$ cat src/rtl/prime_seq_ctrl_if.sv
// ---------------------------------------------------------------------------
// prime_seq_ctrl_if
// Handshake bundle for the sequential primality controller.
//   in_valid / in_ready / number        : operand channel (producer -> ctrl)
//   out_valid / out_ready / prime / factor : result channel (ctrl -> consumer)
//   busy                                 : controller is not idle
// Modports:
//   master : the side that offers operands and consumes results
//   slave  : the controller itself
// ---------------------------------------------------------------------------
interface prime_seq_ctrl_if #(
    parameter int WIDTH = 32
);
    logic             in_valid;
    logic             in_ready;
    logic [WIDTH-1:0] number;
    logic             out_valid;
    logic             out_ready;
    logic             prime;
    logic [WIDTH-1:0] factor;
    logic             busy;

    modport master (
        output in_valid, number, out_ready,
        input  in_ready, out_valid, prime, factor, busy
    );

    modport slave (
        input  in_valid, number, out_ready,
        output in_ready, out_valid, prime, factor, busy
    );
endinterface

$ cat src/rtl/prime_seq_ctrl.sv
// ---------------------------------------------------------------------------
// prime_seq_ctrl
// Multi-cycle primality test of one WIDTH-bit operand per transaction.
// Trial division by 2, then by odd d while d*d <= N. Each N mod d is formed by
// a bit-serial restoring remainder (WIDTH cycles), so no wide divider exists.
// Reports prime=1/factor=0 for primes, prime=0/factor=smallest divisor for
// composites, and prime=0/factor=0 for N < 2.
// Ports:
//   clk  : rising-edge clock
//   rst  : asynchronous active-high reset
//   bus  : prime_seq_ctrl_if.slave (operand/result valid-ready handshakes)
// ---------------------------------------------------------------------------
module prime_seq_ctrl #(
    parameter int WIDTH = 32
) (
    input  logic           clk,
    input  logic           rst,
    prime_seq_ctrl_if.slave bus
);
    localparam int CW = (WIDTH > 1) ? $clog2(WIDTH) : 1;

    typedef enum logic [2:0] {
        IDLE     = 3'd0,
        PRECHECK = 3'd1,
        TEST     = 3'd2,
        REM      = 3'd3,
        EVAL     = 3'd4,
        DONE     = 3'd5
    } state_t;

    state_t             r_state;
    logic [WIDTH-1:0]   r_n;
    logic [WIDTH-1:0]   r_d;
    logic [WIDTH:0]     r_rem;
    logic [CW-1:0]      r_cnt;
    logic               r_prime;
    logic [WIDTH-1:0]   r_factor;

    state_t             w_state_nxt;
    logic [WIDTH-1:0]   w_n_nxt;
    logic [WIDTH-1:0]   w_d_nxt;
    logic [WIDTH:0]     w_rem_nxt;
    logic [CW-1:0]      w_cnt_nxt;
    logic               w_prime_nxt;
    logic [WIDTH-1:0]   w_factor_nxt;

    logic [2*WIDTH-1:0] w_dsq;
    logic [CW-1:0]      w_bitidx;
    logic [WIDTH:0]     w_shift;
    logic [WIDTH:0]     w_dext;

    // d*d at double width so the loop bound never wraps near 2**WIDTH.
    assign w_dsq    = {{WIDTH{1'b0}}, r_d} * {{WIDTH{1'b0}}, r_d};
    // Remainder consumes N MSB first.
    assign w_bitidx = CW'(WIDTH - 1) - r_cnt;
    // r < d always holds between steps, so r fits WIDTH bits before the shift.
    assign w_shift  = {r_rem[WIDTH-1:0], r_n[w_bitidx]};
    assign w_dext   = {1'b0, r_d};

    always_ff @(posedge clk or posedge rst) begin
        if (rst) begin
            r_state  <= IDLE;
            r_n      <= '0;
            r_d      <= '0;
            r_rem    <= '0;
            r_cnt    <= '0;
            r_prime  <= 1'b0;
            r_factor <= '0;
        end else begin
            r_state  <= w_state_nxt;
            r_n      <= w_n_nxt;
            r_d      <= w_d_nxt;
            r_rem    <= w_rem_nxt;
            r_cnt    <= w_cnt_nxt;
            r_prime  <= w_prime_nxt;
            r_factor <= w_factor_nxt;
        end
    end

    always_comb begin
        w_state_nxt  = r_state;
        w_n_nxt      = r_n;
        w_d_nxt      = r_d;
        w_rem_nxt    = r_rem;
        w_cnt_nxt    = r_cnt;
        w_prime_nxt  = r_prime;
        w_factor_nxt = r_factor;

        case (r_state)
            IDLE: begin
                if (bus.in_valid) begin
                    w_n_nxt     = bus.number;
                    w_state_nxt = PRECHECK;
                end
            end
            PRECHECK: begin
                if (r_n < WIDTH'(2)) begin
                    w_prime_nxt  = 1'b0;
                    w_factor_nxt = '0;
                    w_state_nxt  = DONE;
                end else if ((r_n == WIDTH'(2)) || (r_n == WIDTH'(3))) begin
                    w_prime_nxt  = 1'b1;
                    w_factor_nxt = '0;
                    w_state_nxt  = DONE;
                end else if (!r_n[0]) begin
                    w_prime_nxt  = 1'b0;
                    w_factor_nxt = WIDTH'(2);
                    w_state_nxt  = DONE;
                end else begin
                    w_d_nxt     = WIDTH'(3);
                    w_state_nxt = TEST;
                end
            end
            TEST: begin
                if (w_dsq > {{WIDTH{1'b0}}, r_n}) begin
                    w_prime_nxt  = 1'b1;
                    w_factor_nxt = '0;
                    w_state_nxt  = DONE;
                end else begin
                    w_rem_nxt   = '0;
                    w_cnt_nxt   = '0;
                    w_state_nxt = REM;
                end
            end
            REM: begin
                if (w_shift >= w_dext) begin
                    w_rem_nxt = w_shift - w_dext;
                end else begin
                    w_rem_nxt = w_shift;
                end
                w_cnt_nxt = r_cnt + CW'(1);
                if (r_cnt == CW'(WIDTH - 1)) begin
                    w_state_nxt = EVAL;
                end
            end
            EVAL: begin
                if (r_rem == '0) begin
                    w_prime_nxt  = 1'b0;
                    w_factor_nxt = r_d;
                    w_state_nxt  = DONE;
                end else begin
                    w_d_nxt     = r_d + WIDTH'(2);
                    w_state_nxt = TEST;
                end
            end
            DONE: begin
                if (bus.out_ready) begin
                    w_state_nxt = IDLE;
                end
            end
            default: begin
                w_state_nxt = IDLE;
            end
        endcase
    end

    assign bus.in_ready  = (r_state == IDLE);
    assign bus.busy      = (r_state != IDLE);
    assign bus.out_valid = (r_state == DONE);
    assign bus.prime     = r_prime;
    assign bus.factor    = r_factor;

endmodule
$ cat src/flat_wrapper.sv
// flat-port wrapper written by rule: the top's interface ports become plain ports
module prime_seq_ctrl_flat 
#(
    parameter int WIDTH = 32
)
  (clk, rst, bus_in_valid, bus_number, bus_out_ready, bus_in_ready, bus_out_valid, bus_prime, bus_factor, bus_busy);
  prime_seq_ctrl_if #(.WIDTH(WIDTH)) bus_i ();
  input  logic clk;
  input  logic rst;
  input wire logic [$bits(bus_i.in_valid)-1:0] bus_in_valid;
  input wire logic [$bits(bus_i.number)-1:0] bus_number;
  input wire logic [$bits(bus_i.out_ready)-1:0] bus_out_ready;
  output wire logic [$bits(bus_i.in_ready)-1:0] bus_in_ready;
  output wire logic [$bits(bus_i.out_valid)-1:0] bus_out_valid;
  output wire logic [$bits(bus_i.prime)-1:0] bus_prime;
  output wire logic [$bits(bus_i.factor)-1:0] bus_factor;
  output wire logic [$bits(bus_i.busy)-1:0] bus_busy;
  assign bus_i.in_valid = bus_in_valid;
  assign bus_i.number = bus_number;
  assign bus_i.out_ready = bus_out_ready;
  assign bus_in_ready = bus_i.in_ready;
  assign bus_out_valid = bus_i.out_valid;
  assign bus_prime = bus_i.prime;
  assign bus_factor = bus_i.factor;
  assign bus_busy = bus_i.busy;
  prime_seq_ctrl #(.WIDTH(WIDTH)) u_core (.clk(clk), .rst(rst), .bus(bus_i));
endmodule
$ cat config.mk
export PLATFORM = sky130hd
export DESIGN_NAME = prime_seq_ctrl_flat
export DESIGN_NICKNAME = d
export VERILOG_FILES = /design/src/rtl/prime_seq_ctrl_if.sv /design/src/rtl/prime_seq_ctrl.sv /design/src/flat_wrapper.sv
export SDC_FILE = /design/constraint.sdc
export NUM_CORES = 2
export LEC_CHECK = 0
export ABC_AREA = 1
export CORE_MARGIN = 2
export CORE_UTILIZATION = 53
export CTS_CLUSTER_DIAMETER = 200
export DETAILED_ROUTE_END_ITERATION = 6
export GPL_TIMING_DRIVEN = 0
export PLACE_DENSITY = 0.69
export SLEW_MARGIN = 20
export SYNTH_ARGS = -nofsm -noshare
export SYNTH_HDL_FRONTEND = slang
export SYNTH_SLANG_ARGS = --single-unit
$ cat constraint.sdc
create_clock -name clk -period 9.55 [get_ports clk]
set_clock_uncertainty 0.15 [all_clocks]
set_input_delay 2.3875 -clock clk [delete_from_list [all_inputs] [get_ports clk]]
set_output_delay 2.3875 -clock clk [all_outputs]
set_load 0.005 [all_outputs]
==> metrics.md <==
| Metric | Value |
|---|---|
| Post-synthesis cell area | `about 40,000 um^2` |
| IO Count | `72` |
| Type of the worst min-delay path | `flop to flop` |
| DP HPWL | `120 mm` |
| CP endpoint kind | `flop` |
| Critical setup path kind | `flop to flop` |
| Final Core Density | `58.9%` |
| Num CTS Buffers | `17` |
| Gpl congestion | `1.03` |
| Setup crit start kind | `flop` |
| Top layer in use | `met4` |
| # setup viols final | `0` |
| Maximum clock frequency | `~110 MHz` |
| Number of flops mapped to enable cells by yosys | `0` |
| Post-synthesis sequential area ratio | `approximately 8.4%` |
| Vias per cell | `~5.4` |
| Max-Cap Viols | `0` |
| Routed wl met2 | `between 60 and 70 mm` |
| Met3 WL | `approximately 16 mm` |
| Die W | `~280 um` |
| Final period util | `a little over nine tenths` |
| Overall die height | `between 200 and 300 um` |
| Routed length on met1 | `~57 mm` |
| Synth warn | `0` |
| CP dominant cell by count | `nand2_1` |
| VDD IR-drop max | `~0.18 mV` |
| Asr flop ratio synth | `100%` |
| Synth area leader | `fa_1` |
| Initial Util | `between 50% and 60%` |
| Fin crit period | `a little over 9 ns` |
| H-tree levels | `4` |
| Total number of vias | `about 35,000` |
| Root Driver | `clkbuf_16` |
| Worst-skew pair later-pin latency | `~0.47 ns` |
| Leakage dissipation | `27.6 nW` |
| Data required time at the worst endpoint | `9.75 ns` |
| Core Rows | `101` |
| Antenna-violating nets left | `0` |
| Final Hold Viols | `0` |
| Port-buffer cells | `about 70` |
| Area share of the largest cell type after synthesis | `between 30% and 40%` |
| Total grt overflow | `0` |
| CP max stage delay | `about 0.60 ns` |
| Initial DRC count | `3,627` |
| Initial antenna violation count | `1` |
| Post-synthesis register bit count | `around 140` |
| Slew @ Worst Pin | `around 0.90 ns` |
| Clk slew on worst S/H paths | `around 0.080 ns` |
| Number of global-route vias before repair | `35,700` |
| Worst EP arrival | `between 9 and 10 ns` |
| Slew headroom | `39.6%` |
| Fin nets | `~6,700` |
| Area Overhead vs Synth | `9.65%` |
| Cell Pwr Density | `approximately 84 nW/um^2` |
| Net Count, Synth | `around 6,600` |
| Overall power | `~0.0038 W` |
| Cell with the most instances after synthesis | `inv_1` |
| Max-slew violations | `0` |
| DRT Pass-1 Iters | `7` |
| # DRC | `7` |
| Largest net degree at the start of global routing | `95` |
| Outcome | `complete, but fails checks` |
| Synth Flop Type | `dfrtp_1` |
| Average cell area after synthesis | `around 7.6 um^2` |
| Hold Buf Count CTS | `0` |
| Hold_ws | `about 0.36 ns` |
| First-pass GRT wire length | `~220 mm` |
| Total GRT Usage | `between 30% and 40%` |
| Clock Path Buffers | `2` |
| Core Region | `76,300 um^2` |
| Top cells by count, synth | `inv_1, nand2_1, fa_1` |
| Sink Count | `around 140` |
| Highest-delay cell along the critical path | `fa_2` |
| Post-DR wirelength/cell | `21.6 um` |
| CTS tree | `yes` |
| DRT Wirelength | `142 mm` |
| Layout cell share with drive strength beyond 1 | `5.91%` |
| Failing checks | `DRC` |
| Die Footprint | `between 70,000 and 80,000 um^2` |
| Synth area leaders | `fa_1, inv_1, nand2_1` |
| CP bufs+invs | `8` |
| Netlist cell types | `46` |
| CP Max Fanout | `10` |
| Crit-path leading delay family | `adder cells` |
| Cells after Synth | `between 5,000 and 6,000` |
==> repair_timing <==
action / CTS / global route
resized for setup: 212 / 189
setup buffers: 5 / 45
pin swaps: 0 / 18
setup endpoints to repair: 73 / 73
==> cells by family (layout without fill, tap and decap cells) <==
group	count (synthesis)	count (layout)	share of synthesized area, %
and+or+nand+nor	1893	1893	18.9
buffers and inverters	1768	1906	16.3
adders and majority gates	1150	1150	49.8
AOI/OAI and AO/OA	339	339	4.61
DFF	138	138	8.42
xor gates and xnor gates	90	90	1.92
other	0	2	0
==> worst register-to-register path, delay by kind of cell (launching register included) <==
| family | cells | cell delay (ns) |
|---|---|---|
| fa+ha+maj | 9 | 4.30 |
| simple gates | 18 | 1.97 |
| buf+inv | 8 | 1.49 |
| compound gates | 4 | 0.52 |
| flops | 1 | 0.51 |
| xor+xnor | 1 | 0.23 |
==> registers in the layout, indices dropped and copies added, names as in the netlist <==
| signal | flops |
|---|---|
| u_core.bus.prime | 1 |
| u_core.bus.factor | 32 |
| u_core.r_d | 32 |
| u_core.r_cnt | 5 |
| u_core.r_n | 32 |
| u_core.r_state | 3 |
| u_core.r_rem | 33 |
==> metal layers <==
metal  vias up  GRT usage (%)
met3       343           10.2
met4         0           14.4
met2      1729           56.0
met1     17200           50.1
met5         -              0
li1      15800              -
==> per-stage QoR <==
stage | instances | TNS, ns | instance area [um^2] | setup WS, ns
final | 6548 | 0 | 45000 | 0.277
after global routing | 6546 | -0.0630 | 45000 | -0.0173
after CTS | 6509 | 0 | 44100 | 0.000941
after detailed placement | 6480 | -111.91 | 43000 | -1.61
after global placement | 6479 | -107.11 | 43000 | -1.54
after floorplan | 5378 | 0 | 41000 | 1.10
==> final timing paths <==
kind	depth (start not counted)	slack, ns	endpoint	startpoint
setup / recovery	40	0.28	u_core.bus.factor[22]	u_core.r_d[1]
hold / removal	2	0.36	u_core.bus.factor[3]	u_core.bus.factor[3]
setup reg to reg	40	0.28	u_core.bus.factor[22]	u_core.r_d[1]
hold reg to reg	2	0.36	u_core.bus.factor[3]	u_core.bus.factor[3]
max in group asynchronous	3	6.20	u_core.r_d[13]	rst
min in group asynchronous	2	2.15	u_core.r_n[18]	rst
==> final cells by class <==
type                    instances  area (um^2)
diodes                          2         5.00
plain buffers                 145         1230
clock buffers                  18          429
clock inverters                14          175
fillers                      7275        31400
inverters                    1607         6040
multi-input cells            3472        31200
flip-flops and latches        138         3480
well taps                    1030         1290
repair buffers                122         1130
==> cells in the final DEF (no fill, tap or decap), drive strengths merged, types with 2 or more instances in the layout <==
| cell | n |
|---|---|
| inv | 1609 |
| nand2 | 1306 |
| fa | 803 |
| ha | 347 |
| nor2 | 290 |
| a21oi | 177 |
| nand3 | 173 |
| dfrtp | 138 |
| buf | 127 |
| o21ai | 87 |
| clkbuf | 86 |
| clkdlybuf4s50 | 71 |
| xor2 | 69 |
| nor3 | 47 |
| nand4 | 35 |
| xnor2 | 21 |
| o21bai | 18 |
| nor4 | 17 |
| nand3b | 10 |
| a31oi | 10 |
| or2 | 10 |
| o31ai | 10 |
| a21o | 9 |
| o2111ai | 9 |
| clkinv | 8 |
| o211ai | 7 |
| and2 | 4 |
| o21a | 3 |
| o22ai | 3 |
| diode | 2 |
| a31o | 2 |
| bufinv | 2 |
| clkinvlp | 2 |
==> power by group <==
part	total, W	switching, W	leakage [nW]	internal [W]
Sequential	0.000844	0.000118	1.73	0.000726
Clock	0.000725	0.000328	0.292	0.000397
Combinational	0.00222	0.00151	25.5	0.000705
Power figures use the tool's default switching activity.
